<file path="src/rtl/greenhouse_act_pkg.sv">
// Shared types, widths and helpers for the greenhouse actuator sequencer.
package greenhouse_act_pkg;

   localparam int unsigned CNT_W  = 8;
   localparam int unsigned RT_W   = 16;
   localparam int unsigned NUM_CH = 3;

   localparam int unsigned CH_FAN = 0;
   localparam int unsigned CH_HUM = 1;
   localparam int unsigned CH_IRR = 2;

   typedef enum logic [2:0] {
      OFF_READY,
      ON_LOCK,
      ON_READY,
      OFF_LOCK,
      COOLDOWN
   } chan_state_t;

   // A lock counter is spent when it is already 0 or this tick takes it to 0.
   function automatic logic cnt_expired(input logic [CNT_W-1:0] cnt, input logic tick);
      return (cnt == '0) || (tick && (cnt == CNT_W'(1)));
   endfunction

   function automatic logic [CNT_W-1:0] cnt_dec(input logic [CNT_W-1:0] cnt, input logic tick);
      return (tick && (cnt != '0)) ? cnt - CNT_W'(1) : cnt;
   endfunction

endpackage

</file>
<file path="src/rtl/act_channel.sv">
// One actuator channel: min-on/min-off lock FSM with optional max-run cooldown.
// Optional runtime counter output when ACT_RUNTIME_CNT_EN is defined.
module act_channel
   import greenhouse_act_pkg::*;
#(
   parameter int unsigned MIN_ON         = 16,
   parameter int unsigned MIN_OFF        = 16,
   parameter bit          HAS_MAXRUN     = 1'b0,
   parameter int unsigned MAX_ON         = 64,
   parameter int unsigned COOLDOWN_TICKS = 32
) (
   input  logic clk,
   input  logic rst,
   input  logic tick,
   input  logic req,
   input  logic grant,
   output logic on_req_c,
   output logic timeout_c,
   output logic drv
`ifdef ACT_RUNTIME_CNT_EN
   ,
   output logic [RT_W-1:0] runtime
`endif
);

   localparam int unsigned RUN_W = CNT_W + 1;

   chan_state_t      state_q, state_d;
   logic [CNT_W-1:0] cnt_q, cnt_d;
   logic [CNT_W-1:0] run_q, run_d;
   logic             drv_q, drv_d;
   logic             lock_done;
   logic             run_hit;

   // Turn-on wish: idle, or an off/cooldown lock that expires this cycle.
   assign on_req_c = req && ((state_q == OFF_READY) ||
                             (((state_q == OFF_LOCK) || (state_q == COOLDOWN)) &&
                              cnt_expired(cnt_q, tick)));

   always_comb begin
      state_d   = state_q;
      cnt_d     = cnt_q;
      run_d     = run_q;
      timeout_c = 1'b0;
      lock_done = cnt_expired(cnt_q, tick);
      run_hit   = HAS_MAXRUN && tick &&
                  (({1'b0, run_q} + RUN_W'(1)) >= RUN_W'(MAX_ON));

      if (drv_q && tick && (run_q != '1)) run_d = run_q + CNT_W'(1);

      case (state_q)
         OFF_READY: begin
            if (grant) begin
               state_d = ON_LOCK;
               cnt_d   = CNT_W'(MIN_ON);
            end
         end
         ON_LOCK: begin
            cnt_d = cnt_dec(cnt_q, tick);
            if (lock_done) begin
               if (req) begin
                  state_d = ON_READY;
               end else begin
                  state_d = OFF_LOCK;
                  cnt_d   = CNT_W'(MIN_OFF);
               end
            end
         end
         ON_READY: begin
            if (!req) begin
               state_d = OFF_LOCK;
               cnt_d   = CNT_W'(MIN_OFF);
            end
         end
         OFF_LOCK, COOLDOWN: begin
            cnt_d = cnt_dec(cnt_q, tick);
            if (lock_done) begin
               if (grant) begin
                  state_d = ON_LOCK;
                  cnt_d   = CNT_W'(MIN_ON);
               end else begin
                  state_d = OFF_READY;
               end
            end
         end
         default: begin
            state_d = OFF_READY;
            cnt_d   = '0;
         end
      endcase

      // Max-run timeout overrides the min-on lock.
      if (((state_q == ON_LOCK) || (state_q == ON_READY)) && run_hit) begin
         state_d   = COOLDOWN;
         cnt_d     = CNT_W'(COOLDOWN_TICKS);
         timeout_c = 1'b1;
      end

      if ((state_d == ON_LOCK) && (state_q != ON_LOCK)) run_d = '0;

      drv_d = (state_d == ON_LOCK) || (state_d == ON_READY);
   end

   always_ff @(posedge clk) begin
      if (!rst) begin
         state_q <= OFF_READY;
         cnt_q   <= '0;
         run_q   <= '0;
         drv_q   <= 1'b0;
      end else begin
         state_q <= state_d;
         cnt_q   <= cnt_d;
         run_q   <= run_d;
         drv_q   <= drv_d;
      end
   end

   assign drv = drv_q;

`ifdef ACT_RUNTIME_CNT_EN
   logic [RT_W-1:0] runtime_q, runtime_d;

   always_comb begin
      runtime_d = runtime_q;
      if (drv_q && tick && (runtime_q != '1)) runtime_d = runtime_q + RT_W'(1);
   end

   always_ff @(posedge clk) begin
      if (!rst) runtime_q <= '0;
      else      runtime_q <= runtime_d;
   end

   assign runtime = runtime_q;
`endif

endmodule

</file>
<file path="src/rtl/actuator_sequencer.sv">
// Turns monitor requests into safe actuator drives: staggered turn-on, lock times,
// irrigation max-run cooldown and a sticky alarm. ACT_RUNTIME_CNT_EN adds runtime outputs.
module actuator_sequencer
   import greenhouse_act_pkg::*;
#(
   parameter int unsigned MIN_ON       = 16,
   parameter int unsigned MIN_OFF      = 16,
   parameter int unsigned IRR_MAX_ON   = 64,
   parameter int unsigned IRR_COOLDOWN = 32,
   parameter int unsigned STAGGER      = 4
) (
   input  logic clk,
   input  logic rst,
   input  logic tick,
   input  logic fan_req,
   input  logic irr_req,
   input  logic hum_req,
   input  logic alert_in,
   input  logic alert_ack,
   output logic fan_drv,
   output logic irr_drv,
   output logic hum_drv,
   output logic alarm_latched,
   output logic irr_timeout
`ifdef ACT_RUNTIME_CNT_EN
   ,
   output logic [RT_W-1:0] fan_runtime,
   output logic [RT_W-1:0] irr_runtime,
   output logic [RT_W-1:0] hum_runtime
`endif
);

   logic [NUM_CH-1:0] req_c, on_req_c, grant_c, drv_w, timeout_w;
   logic [CNT_W-1:0]  stagger_q, stagger_d;
   logic              alarm_q, alarm_d;
   logic              timeout_q, timeout_d;

   assign req_c[CH_FAN] = fan_req;
   assign req_c[CH_HUM] = hum_req;
   assign req_c[CH_IRR] = irr_req;

   act_channel #(
      .MIN_ON(MIN_ON), .MIN_OFF(MIN_OFF), .HAS_MAXRUN(1'b0),
      .MAX_ON(IRR_MAX_ON), .COOLDOWN_TICKS(IRR_COOLDOWN)
   ) u_fan (
      .clk(clk), .rst(rst), .tick(tick), .req(req_c[CH_FAN]), .grant(grant_c[CH_FAN]),
      .on_req_c(on_req_c[CH_FAN]), .timeout_c(timeout_w[CH_FAN]), .drv(drv_w[CH_FAN])
`ifdef ACT_RUNTIME_CNT_EN
      , .runtime(fan_runtime)
`endif
   );

   act_channel #(
      .MIN_ON(MIN_ON), .MIN_OFF(MIN_OFF), .HAS_MAXRUN(1'b0),
      .MAX_ON(IRR_MAX_ON), .COOLDOWN_TICKS(IRR_COOLDOWN)
   ) u_hum (
      .clk(clk), .rst(rst), .tick(tick), .req(req_c[CH_HUM]), .grant(grant_c[CH_HUM]),
      .on_req_c(on_req_c[CH_HUM]), .timeout_c(timeout_w[CH_HUM]), .drv(drv_w[CH_HUM])
`ifdef ACT_RUNTIME_CNT_EN
      , .runtime(hum_runtime)
`endif
   );

   act_channel #(
      .MIN_ON(MIN_ON), .MIN_OFF(MIN_OFF), .HAS_MAXRUN(1'b1),
      .MAX_ON(IRR_MAX_ON), .COOLDOWN_TICKS(IRR_COOLDOWN)
   ) u_irr (
      .clk(clk), .rst(rst), .tick(tick), .req(req_c[CH_IRR]), .grant(grant_c[CH_IRR]),
      .on_req_c(on_req_c[CH_IRR]), .timeout_c(timeout_w[CH_IRR]), .drv(drv_w[CH_IRR])
`ifdef ACT_RUNTIME_CNT_EN
      , .runtime(irr_runtime)
`endif
   );

   // Single fixed-priority turn-on grant once the stagger window is spent.
   always_comb begin
      grant_c = '0;
      if (cnt_expired(stagger_q, tick)) begin
         if (on_req_c[CH_FAN])      grant_c[CH_FAN] = 1'b1;
         else if (on_req_c[CH_HUM]) grant_c[CH_HUM] = 1'b1;
         else if (on_req_c[CH_IRR]) grant_c[CH_IRR] = 1'b1;
      end
   end

   always_comb begin
      stagger_d = (|grant_c) ? CNT_W'(STAGGER) : cnt_dec(stagger_q, tick);
      alarm_d   = alarm_q;
      timeout_d = timeout_q;
      if (alert_ack && !alert_in) begin
         alarm_d   = 1'b0;
         timeout_d = 1'b0;
      end
      if (|timeout_w) begin
         timeout_d = 1'b1;
         alarm_d   = 1'b1;
      end
      if (alert_in) alarm_d = 1'b1;
   end

   always_ff @(posedge clk) begin
      if (!rst) begin
         stagger_q <= '0;
         alarm_q   <= 1'b0;
         timeout_q <= 1'b0;
      end else begin
         stagger_q <= stagger_d;
         alarm_q   <= alarm_d;
         timeout_q <= timeout_d;
      end
   end

   assign fan_drv       = drv_w[CH_FAN];
   assign hum_drv       = drv_w[CH_HUM];
   assign irr_drv       = drv_w[CH_IRR];
   assign alarm_latched = alarm_q;
   assign irr_timeout   = timeout_q;

endmodule
</file>
<file path="config.mk">
export PLATFORM = sky130hd
export DESIGN_NAME = actuator_sequencer
export DESIGN_NICKNAME = d
export VERILOG_FILES = /design/src/rtl/greenhouse_act_pkg.sv /design/src/rtl/act_channel.sv /design/src/rtl/actuator_sequencer.sv
export SDC_FILE = /design/constraint.sdc
export NUM_CORES = 1
export LEC_CHECK = 0
export CAP_MARGIN = 10
export CORE_AREA = 10 10 98 100
export CTS_CLUSTER_SIZE = 24
export DETAILED_ROUTE_END_ITERATION = 8
export DIE_AREA = 0 0 108 110
export PLACE_DENSITY = 0.66
export REMOVE_ABC_BUFFERS = 1
export SLEW_MARGIN = 20
export SYNTH_ARGS = -nofsm -noshare
export SYNTH_HDL_FRONTEND = slang
export SYNTH_HIERARCHICAL = 1
export SYNTH_SLANG_ARGS = --single-unit
</file>
<file path="constraint.sdc">
create_clock -name clk -period 7.12 [get_ports clk]
set_clock_uncertainty 0.05 [all_clocks]
set_input_delay 1.068 -clock clk [delete_from_list [all_inputs] [get_ports clk]]
set_output_delay 1.068 -clock clk [all_outputs]
set_load 0.1 [all_outputs]
</file>
**After elaboration in Yosys (flattened, before gate mapping)**

Cells that the tools add are included.

- Flip-flop bits (word level): 54
- Input port bits: 8
- Output and inout bits: 5
- Logic and storage cells: 174

- $add $sub $neg: 6
- $lt $le $gt $ge: 1
- Equality and inequality tests: 32
- Mux-type cells: 59
- Bitwise logic cells: 1
- Reductions and logical operators: 60

Operators by type and width:

| cell | count |
|---|---|
| two-way mux 8 bit | 21 |
| case mux 8 bit (4 select lines) | 3 |
| two-way mux 3 bit | 16 |
| case mux 3 bit (4 select lines) | 3 |
| == test 8 x 1 -> 1 bit (second input constant) | 4 |
| logical NOT 8 bit | 4 |
| nonzero test 8 bit | 4 |
| subtractor 8 x 1 -> 8 bit (second input constant) | 4 |
| == test 3 x 2 -> 1 bit (second input constant) | 9 |
| logical AND 1 bit | 20 |
| == test 3 x 1 -> 1 bit (second input constant) | 6 |
| logical OR 1 bit | 14 |
| two-way mux 1 bit | 14 |
| != test 2 bit (second input constant) | 6 |
| OR reduction 2 bit | 5 |
| adder 8 x 1 -> 9 bit (second input constant) | 1 |
| == test 3 bit (second input constant) | 3 |
| >= comparator 9 x 7 -> 1 bit (second input constant) | 1 |
| logical NOT 3 bit | 3 |
| adder 8 x 1 -> 8 bit (second input constant) | 1 |
| != test 8 bit (second input constant) | 1 |
| AND reduction 2 bit | 4 |
| two-way mux 6 bit | 1 |
| != test 3 bit (second input constant) | 2 |
| 8 further kinds | 9 |

**Depth between registers and ports, before layout**

Gate-level depths: netlist of the first run.

- Depth after elaboration: 17
- Mapped depth: 13
- Mapped depth without buffers: 12

**By module**

Netlist of the first run, hierarchy kept.

By module, submodules not included:

| module | instances | cells an instance | area each (um^2) | sequential area each (um^2) |
|---|---|---|---|---|
| act_channel (u_irr) | 1 | 171 | 1348.8 | 400.4 |
| act_channel (u_hum) | 1 | 109 | 888.4 | 240.2 |
| act_channel (u_fan) | 1 | 106 | 880.8 | 240.2 |
| actuator_sequencer | 1 | 75 | 631.9 | 200.2 |

**Least setup slack after synthesis of the first run**

No wires, ideal clock.

- Kind: input to register
- Start point: input tick
- End point: register u_hum.cnt_q[6]
- Library setup time: 79 ps
- Arrival: 3523 ps
- Required time: 6991 ps
- Setup slack: 3468 ps
- Cell stages on the path: 9
- Path buffers: 1
- Path through: a21o_1 -> and3_1 -> buf_2 -> a32o_1 -> nor4b_1 -> nand2b_1 -> and3_1 -> or4b_1 -> a211oi_2

- Elaborated cells between the ends (all ways): 24
- Classes of those cells: eq/ne (1); mux (9); reduce/logical (14)

RTL lines:

| item | line | text |
|---|---|---|
| start: declaration | actuator_sequencer.sv:14 | `input logic tick,` |
| logical AND 1 bit * | greenhouse_act_pkg.sv:22 | `return (cnt == '0) \|\| (tick && (cnt == CNT_W'(1)));` |
| logical OR 1 bit * | greenhouse_act_pkg.sv:22 |  |
| logical AND 1 bit * | act_channel.sv:37 | `(((state_q == OFF_LOCK) \|\| (state_q == COOLDOWN)) &&` |
| logical OR 1 bit * | act_channel.sv:36 | `assign on_req_c = req && ((state_q == OFF_READY) \|\|` |
| logical AND 1 bit * | act_channel.sv:36 |  |
| via on_req_c[0] | actuator_sequencer.sv:33 | `logic [NUM_CH-1:0] req_c, on_req_c, grant_c, drv_w, timeout_w;` |
| two-way mux 2 bit * | actuator_sequencer.sv:79 | `if (on_req_c[CH_FAN]) grant_c[CH_FAN] = 1'b1;` |
| two-way mux 3 bit * | actuator_sequencer.sv:78 | `if (cnt_expired(stagger_q, tick)) begin` |
| via grant_c[1] | actuator_sequencer.sv:33 |  |
| two-way mux 8 bit | act_channel.sv:78 | `if (grant) begin` |
| two-way mux 8 bit | act_channel.sv:77 | `if (lock_done) begin` |
| case mux 8 bit (4 select lines) | act_channel.sv:51 | `case (state_q)` |
| end signal: assignment | act_channel.sv:112 | `cnt_q <= cnt_d;` |
| end: declaration | act_channel.sv:29 | `logic [CNT_W-1:0] cnt_q, cnt_d;` |

Mark *: on every way through the listed nets, which the timed path passes. The rest lies on a longest branch.
A chain may end at the register's enable or synchronous reset.

**Worst setup path after layout of the first run**

- Start point: input tick
- End point: register u_hum.cnt_q[5]

- Cells in the longest elaborated chain, start to end: 11
- Elaborated cells between the ends (all ways): 24
- Classes of those cells: eq/ne (1); mux (9); reduce/logical (14)

RTL lines:

| item | line | text |
|---|---|---|
| logical AND 1 bit * | greenhouse_act_pkg.sv:22 |  |
| logical OR 1 bit * | greenhouse_act_pkg.sv:22 |  |
| logical AND 1 bit * | act_channel.sv:37 |  |
| logical OR 1 bit * | act_channel.sv:36 |  |
| logical AND 1 bit * | act_channel.sv:36 |  |
| via on_req_c[1] | actuator_sequencer.sv:33 |  |
| two-way mux 1 bit * | actuator_sequencer.sv:80 | `else if (on_req_c[CH_HUM]) grant_c[CH_HUM] = 1'b1;` |
| two-way mux 2 bit * | actuator_sequencer.sv:79 |  |
| two-way mux 3 bit * | actuator_sequencer.sv:78 |  |
| via grant_c[1] | actuator_sequencer.sv:33 |  |
| two-way mux 8 bit | act_channel.sv:78 |  |
| two-way mux 8 bit | act_channel.sv:77 |  |
| case mux 8 bit (4 select lines) | act_channel.sv:51 |  |

Marks and branches as above.

==> results of run 1 <==
state kept, by name, indices dropped and copies added, names as in the netlist, 3 cells and up:
name	cells
u_fan/cnt_q	8
u_hum/cnt_q	8
u_irr/run_q	8
stagger_q	8
u_fan/state_q	3
u_irr/cnt_q	8
u_irr/state_q	3
u_hum/state_q	3
placed cells by master (no fill, tap or decap), types with 3 or more instances in the layout:
master	Yosys	final
or4_1	16	16
a2111o_1	4	4
nand3_1	13	13
nor3_1	11	11
o21ai_1	4	4
o22ai_1	5	5
a31o_1	3	3
and4_1	3	3
ha_1	9	9
clkdlybuf4s50_1	0	12
nand3b_1	3	3
nor2b_1	9	9
o31ai_1	10	10
inv_1	18	18
nand2b_1	12	12
nand4b_1	3	3
buf_4	2	6
and2_1	6	6
or3_1	5	5
or2_2	7	7
nor3b_1	4	4
nand4_1	15	15
a21o_1	3	3
xor2_1	7	7
mux2i_1	5	5
clkbuf_8	0	5
nand2_1	24	24
o2111ai_1	3	3
nor2_1	31	31
and3_1	6	6
o211ai_1	3	3
a21oi_1	22	22
a211oi_1	20	20
a41oi_1	3	3
a31oi_1	9	9
o21ai_0	21	21
nor4_1	10	10
dfxtp_1	54	54
cell usage after synthesis (all sizes together) (8+ instances only):
library cell	number	area, sq um
a211oi	21	163
nor4	11	83.8
nand4	15	93.8
nand2	24	90.1
nor2	32	123
clkbuf	15	57.6
ha	9	113
o31ai	10	75.1
a21oi	22	110
or2	9	56.3
or4	16	120
o21ai	25	125
inv	18	67.6
nor2b	9	56.3
nand3	13	65.1
nor3	11	55.1
and2	8	52.6
a31oi	9	56.3
buf	10	60.1
dfxtp	54	1080
nand2b	12	75.1
how the worst min path moves through the flow:
stage          slack, ns                          end
2_1_floorplan       0.42  u_irr/run_q[7]$_SDFFE_PP0P_
3_3_place_gp        0.42     irr_timeout$_SDFFE_PN0P_
3_5_place_dp        0.43     irr_timeout$_SDFFE_PN0P_
4_1_cts             0.45     irr_timeout$_SDFFE_PN0P_
5_1_grt             0.48     irr_timeout$_SDFFE_PN0P_
6_report            0.44     irr_timeout$_SDFFE_PN0P_
cells by family after synthesis:
family                   share of synthesized area (%)
flip-flops                                        28.8
XOR/XNOR                                          2.10
buffers and inverters                             4.94
adder cells (fa/ha/maj)                           3.00
multiplexers                                      1.33
AO/OA/AOI/OAI                                     28.8
other                                            0.200
AND/OR/NAND/NOR                                   30.8
worst max-delay path, cell delays in order:
cell and delay, ns:
clkdlybuf4s50_1 0.94, a21o_1 0.35, a41oi_1 0.20, o22ai_1 0.16, and2_1 0.18, nor4b_1 0.79, nand2b_1 0.23, a31o_1 0.32
or4b_1 0.48, a211oi_1 0.26
routing by layer:
layer / track usage [%] / share of wire (%) / up-vias
met1: 20.4 / 50 / 1627
li1: - / - / 1791
met5: 0 / 0 / -
met3: 2.79 / 3.9 / 4
met2: 22.6 / 45 / 77
met4: 3.53 / 0.66 / 0
final cells by class:
class                   count  area share (%)
well taps                 102            3.17
clock inverters             3           0.715
repair buffers             18            4.11
flip-flops and latches     54            26.9
clock buffers               5            1.71
multi-input cells         364            61.7
inverters                  18            1.68
through the flow:
step | worst slack, ns | cell area [sq um]
floorplan | 3.10 | 3630
global placement | 2.24 | 3930
detailed placement | 2.04 | 3930
CTS | 2.39 | 4020
global route | 2.01 | 4020
finish | 2.31 | 4020
report_power, final:
group,internal [mW],switching [mW]
clock network,0.0732,0.113
logic,0.397,0.624
registers,0.366,0.102
==> metrics.txt, run 1 <==
PortBufs=12; Antenna diodes=0; worst hold path class=reg2reg; Async SR Flop Fraction=0%; R2R depth=10; synth unique cells=80; share of cells above drive strength 1=7.79%; Avg Vias per Cell=6.20; Rel. slew slack=34.2%; FF/Latch Area=1080 sq um; hold_buf cts=0; crit path capture type=register; RSZ-0062 raised after global routing=false; synthesized cell area=3750 sq um; placed cells=556; syn avg cell area=8.13 sq um; Fillers=723; total power=1.67 mW; R2R Setup Slk=3.31 ns; Initial Util=49.0%; final number of max-transition violations=0; Yosys warnings=6; post-cts resize count=0; Post-CTS Setup Inserts=0; initial antenna violation count=0; first-pass GRT wire length=14.8 mm; CTS max path bufs=2; critical path type=in2reg; LEAKAGE=1.36 nW; Final Hold Viols=0; total routed wirelength=8.59 mm; largest net degree at the start of global routing=23; DR vias=3499; Die Area=11900 sq um; Peak supply drop=0.187 mV; Die X=108 microns; Rows=32; clock slew at reported path FFs=0.11 ns; CTS tree=yes; htree depth=2; Skew-Pair Late Insertion Delay=0.31 ns; CORE AREA=7650 sq um; Hold Worst Slack=0.444 ns; # DRC=0; crit path capture=u_hum/cnt_q[5]$_SDFFE_PN0P_; Max-Cap Viols=0; final net count=478; #FFs+latches synth=54; Clock Root Buffer=clkbuf_8; area of the multi-input gates=2480 sq um; final setup vio count=0; PD cells=416 nW/um^2; clk sink count=54; Pre-antenna DRT Iters=4; hold path cells=2; minimum clock period after layout=4.81 ns; crit path launch type=input pin; GP Congestion=0.818; cells after synthesis=461; initial detailed-routing violation count=158; period utilisation layout=67.5%; Highest Clock Rate=208 MHz; worst-margin pin slew=0.984 ns; Layout Cells excl Fill=564; HP Start=irr_timeout$_SDFFE_PN0P_; final core utilization=52.6%; Most used DFF post-synth=dfxtp_1; status=complete, no violations; Layout area overhead=7.27%; Routed Antenna Nets=0; worst reg2reg startpoint=u_fan/cnt_q[0]$_SDFFE_PN0P_; grt total ovfl=0; die height=110 microns; Seq/Total Area, Yosys=28.8%; I/O pins=13; arrival time at the worst endpoint=4.99 ns; setup TNS=0 ns; Reg2Reg Capture Point=u_hum/cnt_q[5]$_SDFFE_PN0P_; EDFF count, synth=0; Worst EP required=7.30 ns; crit path from=tick; Crit Path Max Fanout=22; Final HPWL DP=6.16 mm; number of global-route vias before repair=3129; GR Util All Layers=14.6%; DR WL/cell=15.2 microns; TritonCTS buffer count=5
Note: power is estimated with default switching activity, not from simulation.
==> inputs of run 2 (changes only) <==
clock period = 4.45 ns   (was 7.12 ns; I/O delays follow)
==> metrics.txt, run 2 (synthesis gave the netlist of run 1 again) <==
status=complete, no violations; Highest Clock Rate=261 MHz; minimum clock period after layout=3.82 ns; CTS max path bufs=2 (unchanged); final number of max-transition violations=0 (unchanged); hold_buf cts=0 (unchanged); final setup vio count=0 (unchanged); Final Hold Viols=0 (unchanged); crit path capture type=register; crit path launch type=input pin; Antenna diodes=0 (unchanged); I/O pins=13 (unchanged); RSZ-0062 raised after global routing=false; LEAKAGE=1.40 nW (+3.0%); grt total ovfl=0 (unchanged); DR vias=3603 (+3.0%); Die X=108 microns (unchanged); Initial Util=49.0% (unchanged); Rel. slew slack=34.4% (+0.16 points); Worst EP required=4.57 ns (-2.73 ns); initial antenna violation count=0 (unchanged); final net count=482 (+0.84%); Skew-Pair Late Insertion Delay=0.31 ns (about the same); arrival time at the worst endpoint=3.94 ns (-1.05 ns); CORE AREA=7650 sq um (unchanged); Rows=32 (unchanged); GR Util All Layers=14.8% (+0.19 points); Final HPWL DP=6.23 mm (+1.2%); die height=110 microns (unchanged); CTS tree=yes; Post-CTS Setup Inserts=0 (unchanged); crit path cell chain=clkdlybuf4s50_1 -> a21o_1 -> nand3_1 -> o22ai_1 -> and2_1 -> nand2b_1 -> nor4_1 -> or2_2 -> a21boi_1 -> nor4_1 -> nor4_1; area of the multi-input gates=2480 sq um (unchanged); DR WL/cell=15.4 microns (+1.1%); PortBufs=12 (unchanged); total power=2.83 mW (+69%); TritonCTS buffer count=5 (unchanged); initial detailed-routing violation count=229 (+45%); # DRC=0 (unchanged); Avg Vias per Cell=6.34 (+2.2%); htree depth=2 (unchanged); first-pass GRT wire length=15.0 mm (+1.4%); design area=4100 sq um (+1.9%); critical path type=in2reg; Fillers=706 (-2.4%); Placement Cell Area=3960 sq um (+0.77%); setup TNS=0 ns (unchanged); Pre-antenna DRT Iters=5 (+1); slowest stage delay, CP=0.88 ns (-0.06 ns); number of global-route vias before repair=3118 (-0.35%); Max-Cap Viols=0 (unchanged); clock slew at reported path FFs=0.10 ns (about the same); worst-margin pin slew=0.981 ns (-0.00233 ns); most common cell after layout, fill and taps aside=dfxtp_1; Layout area overhead=9.28%; Clock Root Buffer=clkbuf_8; Hold Worst Slack=0.456 ns (+0.0119 ns); Peak supply drop=0.309 mV (+65%); period utilisation layout=85.9%; share of cells above drive strength 1=8.58% (+0.79 points); CP max stage cell=nor4_1; most used cell, CP=nor4_1; Die Area=11900 sq um (unchanged); worst hold path class=reg2reg; post-cts resize count=0 (unchanged); clk sink count=54 (unchanged); Crit Path Max Fanout=11 (-50%); GP Congestion=0.832 (+1.7%); total routed wirelength=8.75 mm (+1.8%); Routed Antenna Nets=0 (unchanged); PD cells=691 nW/um^2 (+66%); largest net degree at the start of global routing=27 (+17%); most frequent cells in the layout=dfxtp_1 (54), nor2_1 (31), nand2_1 (24); FF/Latch Area=1080 sq um (unchanged)
==> run 2: cell count changes in the layout (fill, tap and decap cells not counted) <==
cell and change:
bufinv_16 +2, clkbuf_8 +1, clkinv_4 -2, inv_8 -1
buf_4 +4
==> run 2: power by group <==
part	internal, mW	switching, mW	total [mW]
clock network	0.240	0.172	0.412
logic	0.654	1.02	1.67
registers	0.586	0.163	0.749
total	1.48	1.35	2.83
==> run 2: path summary, 6_finish.rpt <==
| check | from | end | slack, ns | cells past startpoint |
|---|---|---|---|---|
| setup / recovery | tick | u_irr/cnt_q[1]$_SDFFE_PP0P_ | 0.63 | 11 |
| hold / removal | irr_timeout$_SDFFE_PN0P_ | irr_timeout$_SDFFE_PN0P_ | 0.46 | 2 |
| setup reg to reg | u_hum/cnt_q[0]$_SDFFE_PN0P_ | u_irr/cnt_q[1]$_SDFFE_PP0P_ | 0.99 | 12 |
| hold reg to reg | irr_timeout$_SDFFE_PN0P_ | irr_timeout$_SDFFE_PN0P_ | 0.46 | 2 |
==> run 2: routing by layer <==
| layer | up-vias | wire, microns | track usage (%) |
|---|---|---|---|
| met1 | 1715 | 4410 | 20.5 |
| li1 | 1812 | - | - |
| met2 | 67 | 3950 | 23.0 |
| met3 | 9 | 293 | 2.44 |
| met4 | 0 | 95 | 4.20 |
| met5 | - | 0 | 0 |
==> run 2: through the flow <==
stage	util, %	std cells	setup WS (ns)
finish	53.6	568	0.626
global route	53.6	568	0.260
CTS	53.6	568	0.707
detailed placement	51.7	560	0.359
global placement	51.7	560	0.480
floorplan	-	436	0.428
==> run 2: cell type report <==
cell class / count / area share [%]
Tap cell: 102 / 3.11
Multi-Input combinational cell: 364 / 60.6
Clock inverter: 2 / 1.47
Inverter: 18 / 1.65
Clock buffer: 6 / 2.02
Timing Repair Buffer: 22 / 4.76
Sequential cell: 54 / 26.4
==> run 2: worst max-delay path, delay by kind of cell <==
kind | cells | cell delay [ns]
simple gates | 7 | 1.87
compound gates | 3 | 0.71
buf+inv | 1 | 0.70
